[src/rtl/pipeline_controller.sv]
// ---------------------------------------------------------------------------
// pipeline_controller
//
// Central stall/flush sequencer for the 5-stage pipelined ARM core. It merges
// three sources of pipeline control into one consistent set of strobes:
//   * RAW hazard detection between the ID-stage operands and the EXE/MEM
//     destinations (no forwarding path exists, so any match must bubble),
//   * branch flush when EXE resolves a taken branch,
//   * a fixed-latency data-memory wait sequencer that holds the whole pipe
//     while a load/store occupies the MEM stage.
// Two saturating event counters (freeze cycles, flush cycles) support
// performance debug.
//
// Parameters
//   MEM_WAIT   cycles the pipeline is held per memory access (1..15)
//   CNT_W      width of the performance counters
//
// Ports
//   clk          in   pipeline clock, rising edge
//   rst          in   asynchronous active-high reset
//   id_valid     in   ID-stage instruction reads register operands
//   id_src1      in   ID first source register
//   id_src2      in   ID second source register
//   id_two_src   in   id_src2 is a real operand
//   exe_dest     in   EXE destination register
//   exe_wb_en    in   EXE will write back
//   mem_dest     in   MEM destination register
//   mem_wb_en    in   MEM will write back
//   mem_req      in   MEM-stage instruction is a load or store
//   branch_taken in   EXE resolved a taken branch this cycle
//   cnt_clr      in   synchronous clear of both counters
//   stall_all    out  hold every pipeline register and the PC
//   hazard       out  bubble into ID/EXE
//   freeze       out  hold the PC and the IF/ID register
//   flush        out  clear IF/ID and ID/EXE on the next edge
//   mem_busy     out  memory sequencer is not idle
//   stall_cnt    out  saturating count of cycles with freeze high
//   flush_cnt    out  saturating count of cycles with flush high
// ---------------------------------------------------------------------------
module pipeline_controller #(
  parameter int unsigned MEM_WAIT = 4,
  parameter int unsigned CNT_W    = 16
) (
  input  logic             clk,
  input  logic             rst,
  input  logic             id_valid,
  input  logic [3:0]       id_src1,
  input  logic [3:0]       id_src2,
  input  logic             id_two_src,
  input  logic [3:0]       exe_dest,
  input  logic             exe_wb_en,
  input  logic [3:0]       mem_dest,
  input  logic             mem_wb_en,
  input  logic             mem_req,
  input  logic             branch_taken,
  input  logic             cnt_clr,
  output logic             stall_all,
  output logic             hazard,
  output logic             freeze,
  output logic             flush,
  output logic             mem_busy,
  output logic [CNT_W-1:0] stall_cnt,
  output logic [CNT_W-1:0] flush_cnt
);

  typedef enum logic [1:0] {
    S_IDLE = 2'd0,
    S_WAIT = 2'd1,
    S_DONE = 2'd2
  } state_t;

  // Value loaded into the wait counter on the first cycle of an access. The
  // IDLE cycle itself is the first stall cycle, hence the minus one.
  localparam logic [3:0] WAIT_LOAD = 4'(MEM_WAIT - 1);

  state_t     state;
  state_t     state_nxt;
  logic [3:0] wcnt;
  logic [3:0] wcnt_nxt;

  logic       raw;
  logic       stall_int;
  logic       flush_int;
  logic       hazard_int;

  // -------------------------------------------------------------------------
  // RAW detection. Full 4-bit compares; r0 is an ordinary register here.
  // The second operand only counts when the instruction really reads it.
  // -------------------------------------------------------------------------
  logic src1_exe_hit;
  logic src1_mem_hit;
  logic src2_exe_hit;
  logic src2_mem_hit;

  assign src1_exe_hit = exe_wb_en & (id_src1 == exe_dest);
  assign src1_mem_hit = mem_wb_en & (id_src1 == mem_dest);
  assign src2_exe_hit = id_two_src & exe_wb_en & (id_src2 == exe_dest);
  assign src2_mem_hit = id_two_src & mem_wb_en & (id_src2 == mem_dest);

  assign raw = id_valid & (src1_exe_hit | src1_mem_hit | src2_exe_hit | src2_mem_hit);

  // -------------------------------------------------------------------------
  // Memory wait sequencer: state register.
  // A reset in the middle of an access abandons it outright.
  // -------------------------------------------------------------------------
  // NOTE: sequential state is always assigned with <= so every flop samples
  // the pre-edge value of its neighbours regardless of statement order.
  always_ff @(posedge clk or posedge rst) begin
    if (rst) begin
      state <= S_IDLE;
      wcnt  <= 4'd0;
    end else begin
      state <= state_nxt;
      wcnt  <= wcnt_nxt;
    end
  end

  // -------------------------------------------------------------------------
  // Memory wait sequencer: next-state logic.
  // DONE is the single cycle in which the access instruction is released
  // from MEM; mem_req is deliberately not looked at there, so a following
  // access is picked up from IDLE one cycle later.
  // -------------------------------------------------------------------------
  // NOTE: every signal driven here gets a default first so that no path
  // through the case leaves it unassigned, which would infer a latch.
  always_comb begin
    state_nxt = state;
    wcnt_nxt  = wcnt;
    unique case (state)
      S_IDLE: begin
        if (mem_req) begin
          wcnt_nxt  = WAIT_LOAD;
          state_nxt = (MEM_WAIT == 1) ? S_DONE : S_WAIT;
        end
      end
      S_WAIT: begin
        wcnt_nxt = wcnt - 4'd1;
        if (wcnt == 4'd1) begin
          state_nxt = S_DONE;
        end
      end
      S_DONE: begin
        state_nxt = S_IDLE;
      end
      default: begin
        state_nxt = S_IDLE;
      end
    endcase
  end

  // -------------------------------------------------------------------------
  // Output logic. Priority: memory stall > branch flush > RAW bubble.
  // A branch seen while stalled is dropped on purpose: the EXE instruction is
  // held, so it presents the branch again once the stall releases. Likewise a
  // branch kills the ID instruction, so a RAW bubble behind it is pointless.
  // All strobes are forced low while reset is asserted.
  // -------------------------------------------------------------------------
  always_comb begin
    stall_int  = 1'b0;
    unique case (state)
      S_IDLE:  stall_int = mem_req;
      S_WAIT:  stall_int = 1'b1;
      default: stall_int = 1'b0;
    endcase

    flush_int  = branch_taken & ~stall_int;
    hazard_int = raw & ~branch_taken & ~stall_int;

    stall_all  = ~rst & stall_int;
    flush      = ~rst & flush_int;
    hazard     = ~rst & hazard_int;
    freeze     = ~rst & (stall_int | hazard_int);
    mem_busy   = ~rst & (state != S_IDLE);
  end

  // -------------------------------------------------------------------------
  // Performance counters. Clear wins over increment; both saturate at
  // all-ones so a long run never wraps back to a misleadingly small value.
  // -------------------------------------------------------------------------
  always_ff @(posedge clk or posedge rst) begin
    if (rst) begin
      stall_cnt <= '0;
    end else if (cnt_clr) begin
      stall_cnt <= '0;
    end else if (freeze && !(&stall_cnt)) begin
      stall_cnt <= stall_cnt + 1'b1;
    end
  end

  always_ff @(posedge clk or posedge rst) begin
    if (rst) begin
      flush_cnt <= '0;
    end else if (cnt_clr) begin
      flush_cnt <= '0;
    end else if (flush && !(&flush_cnt)) begin
      flush_cnt <= flush_cnt + 1'b1;
    end
  end

endmodule

[config.mk]
export PLATFORM = sky130hd
export DESIGN_NAME = pipeline_controller
export DESIGN_NICKNAME = d
export VERILOG_FILES = /design/src/rtl/pipeline_controller.sv
export SDC_FILE = /design/constraint.sdc
export NUM_CORES = 1
export LEC_CHECK = 0
export ABC_CLOCK_PERIOD_IN_PS = 3100
export CORE_MARGIN = 5
export CORE_UTILIZATION = 49
export DETAILED_ROUTE_END_ITERATION = 16
export PLACE_DENSITY = 0.81
export SYNTH_ARGS = -nofsm -noshare
export SYNTH_HDL_FRONTEND = slang
export SYNTH_SLANG_ARGS = --single-unit
[constraint.sdc]
create_clock -name clk -period 3.1 [get_ports clk]
set_clock_uncertainty 0.05 [all_clocks]
set_input_delay 0.31 -clock clk [delete_from_list [all_inputs] [get_ports clk]]
set_output_delay 0.31 -clock clk [all_outputs]
set_load 0.01 [all_outputs]
==> impl_results.md <==
- Outcome: finished, final reports clean
- Placed cell count: 358
- Chip height: 78.7 microns
- Clk root buf: clkbuf_8
- Final min period: 2.85 ns
- Number of global-route vias before repair: 1,956
- Reg-to-reg critical path startpoint: stall_cnt[0]
- Hold Crit Class: flop to flop
- Die W: 78.7 microns
- Global-route wire length before repair: 9.15 mm
- Initial antenna violation count: 0
- Synth-to-layout area growth: 32.5%
- Cells after Synth: 247
- Synth Cell Area: 2310 sq um
- Global route overflow: 0
- Slew Limit Fails: 0
- Placement Cell Area: 2970 sq um
- Peak VDD IR: 0.000281 V
- Leak: 1.34 nW
- Max-cap violations: 0
- Synthesis Warnings: 0
- DP HPWL: 4.03 mm
- Pre-antenna DRT Iters: 4
- Clock buffer depth: 2
- Worst hold start: wcnt[0]
- Placer Congestion: 0.779
- P per Cell Area: 429 nW/um^2
- Hold EP: wcnt[0]
- Slew headroom: 0.498
- Final-stage net count: 340
- Starting density of the core: 0.496
- Core box area: 4660 sq um
- Max H-tree Level: 2
- CP startpoint kind: input pin
- Finished Layout Cells: 366
- Critical path class: input pin to primary output
- Main synth FF type: dfrtp_1
- R2r worst-path depth: 8
- Syn_nets: 276
- CP arrival: 2.49 ns
- Tot GR Track Use: 0.181
- Vias: 1,998
- Hold Fails Final Rpt: 0
- Total power: 1.31 mW
- Async S/R FF share, synth: 1.00
- Antenna cells: 0
- Global route hottest layer: met2
- Unrepaired setup endpoints after global routing: no
- Endpoints failing setup: 0
- Io pins: 62
- Capturing element type of the critical path: primary output
- Clock transition at the registers of the reported paths: 0.07 ns
- Clk sinks: 38
- Met3 usage: 0.0321
- GR Util met2: 0.305
- #FFs+latches synth: 38
- # port buffers: 61
- Worst-Skew Late Latency: 0.28 ns
- Synthesized area per cell: 9.36 sq um
- F_max: 351 MHz
- Flop-to-flop setup slack: 0.55 ns
- Die area: 6190 sq um
- Routed wire per std cell: 14.5 microns
- Worst-Margin Slew: 0.750 ns
- Unique masters post-synth: 44
- Number of routed nets with antenna violations: 0
- Largest area contributor in the netlist: dfrtp_1
- Global Route met1 Usage: 0.240
- DRT Wirelength: 5.29 mm
- Worst hold path depth: 1
- Synth top area cells: dfrtp_1 41%, xor2_1 8.0%, nor2_1 5.0%, nand3_1 3.7%, and3_1 3.0%
- Post_cts resized: 0
- Hold-fix buffers, CTS: 0
- Register area share after synthesis: 0.411
- Worst reg2reg path endpoint: stall_cnt[6]
- Layout cells sized above 1: 0.0865
- Worst-path maximum fanout: 5
- CTS tree: yes
- Num CTS Buffers: 5
- Area share of the largest cell type after synthesis: 0.411
- Fin Setup TNS: 0 ns
- Starting DRT DRC Count: 105
- Largest net degree at the start of global routing: 39
- Post-route DRC: 0
- Number of synthesized flops with an enable pin: 0
- Post CTS Setup Buffer Count: 0
- CP required: 2.74 ns
- Via density: 5.46
- Ratio of final minimum period to clock period: 0.920
- Site Rows: 25
- Post-route cell area: 3060 sq um
==> power by group <==
group / internal, mW / switching, mW / total [mW]
sequential: 0.540 / 0.0490 / 0.589
clock: 0.179 / 0.167 / 0.347
combinational: 0.186 / 0.191 / 0.377
==> state kept, by name, summed over array words and instances, names as in the netlist <==
register   cells
flush_cnt     16
stall_cnt     16
wcnt           4
state          2
==> cells in the final DEF (no fill, tap or decap), types with 4 or more instances in the layout <==
cell type        count
nor3_1               4
nand3_1             17
xnor2_1              6
clkdlybuf4s50_1     61
ha_1                 4
o21ai_0              5
nor2b_1              4
nand2_1             16
inv_1               15
and3_1              11
nand4_1              9
clkbuf_8             6
dfrtp_1             38
a21oi_1             10
nor2_1              31
a21o_2               5
xor2_1              21
==> cell type report <==
type	count	area, sq um
well taps	54	67.6
flip-flops and latches	38	951
inverters	15	56.3
multi-input cells	187	1260
clock inverters	1	5.00
repair buffers	64	633
clock buffers	7	86.3
fillers	391	1600
==> worst max-delay path: stages <==
cell	delay [ns]
clkdlybuf4s50_1	0.49
inv_1	0.06
a222oi_1	0.36
nor4b_4	0.32
nor4_4	0.12
o22ai_2	0.24
clkdlybuf4s50_1	0.59
==> metal layers <==
layer | share of wire | wire length, microns
met2 | 0.49 | 2570
met5 | 0 | 0
met1 | 0.47 | 2490
met4 | 0.012 | 65
met3 | 0.031 | 164
==> per-stage QoR <==
stage                     setup WS (ns)  utilization  hold slack (ns)
after floorplan                   0.663            -            0.453
after global placement            0.345        0.637            0.491
after detailed placement          0.257        0.637            0.492
after CTS                         0.257        0.657            0.505
after global routing              0.106        0.657            0.516
final                             0.249        0.657            0.504
==> cells in the mapped netlist, types with 3 or more instances <==
library cell and n:
nand3_1 17, nor2b_1 4, ha_1 4, and3_1 11, nand4_1 9, clkbuf_1 5, nor4_1 3, dfrtp_1 38
mux2i_1 3, a21o_2 5, inv_1 15, nor3_1 4, xor2_1 21, and4_1 3, xnor2_1 6, a21oi_1 10
nand2b_1 3, o21ai_0 5, nand2_1 16, nor2_1 31, a21o_1 3, mux2_4 3
==> cells by family after synthesis <==
kind of cell	Yosys count	share of synthesized area
multiplexers	7	0.0374
AO/OA/AOI/OAI	37	0.116
adder cells (fa/ha/maj)	4	0.0217
AND/OR/NAND/NOR	112	0.269
buffers and inverters	22	0.0422
XOR/XNOR	27	0.102
flip-flops	38	0.411
==> worst max path at each step <==
stage / slack (ns) / end / start / depth (start not counted)
6_report: 0.25 / freeze / id_src2[1] / 7
3_5_place_dp: 0.26 / freeze / id_src2[1] / 7
2_1_floorplan: 0.66 / flush_cnt[13] / rst / 7
4_1_cts: 0.26 / freeze / id_src2[1] / 7
5_1_grt: 0.11 / freeze / id_src2[1] / 7
3_3_place_gp: 0.34 / freeze / id_src1[2] / 6
Power figures use the tool's default switching activity.
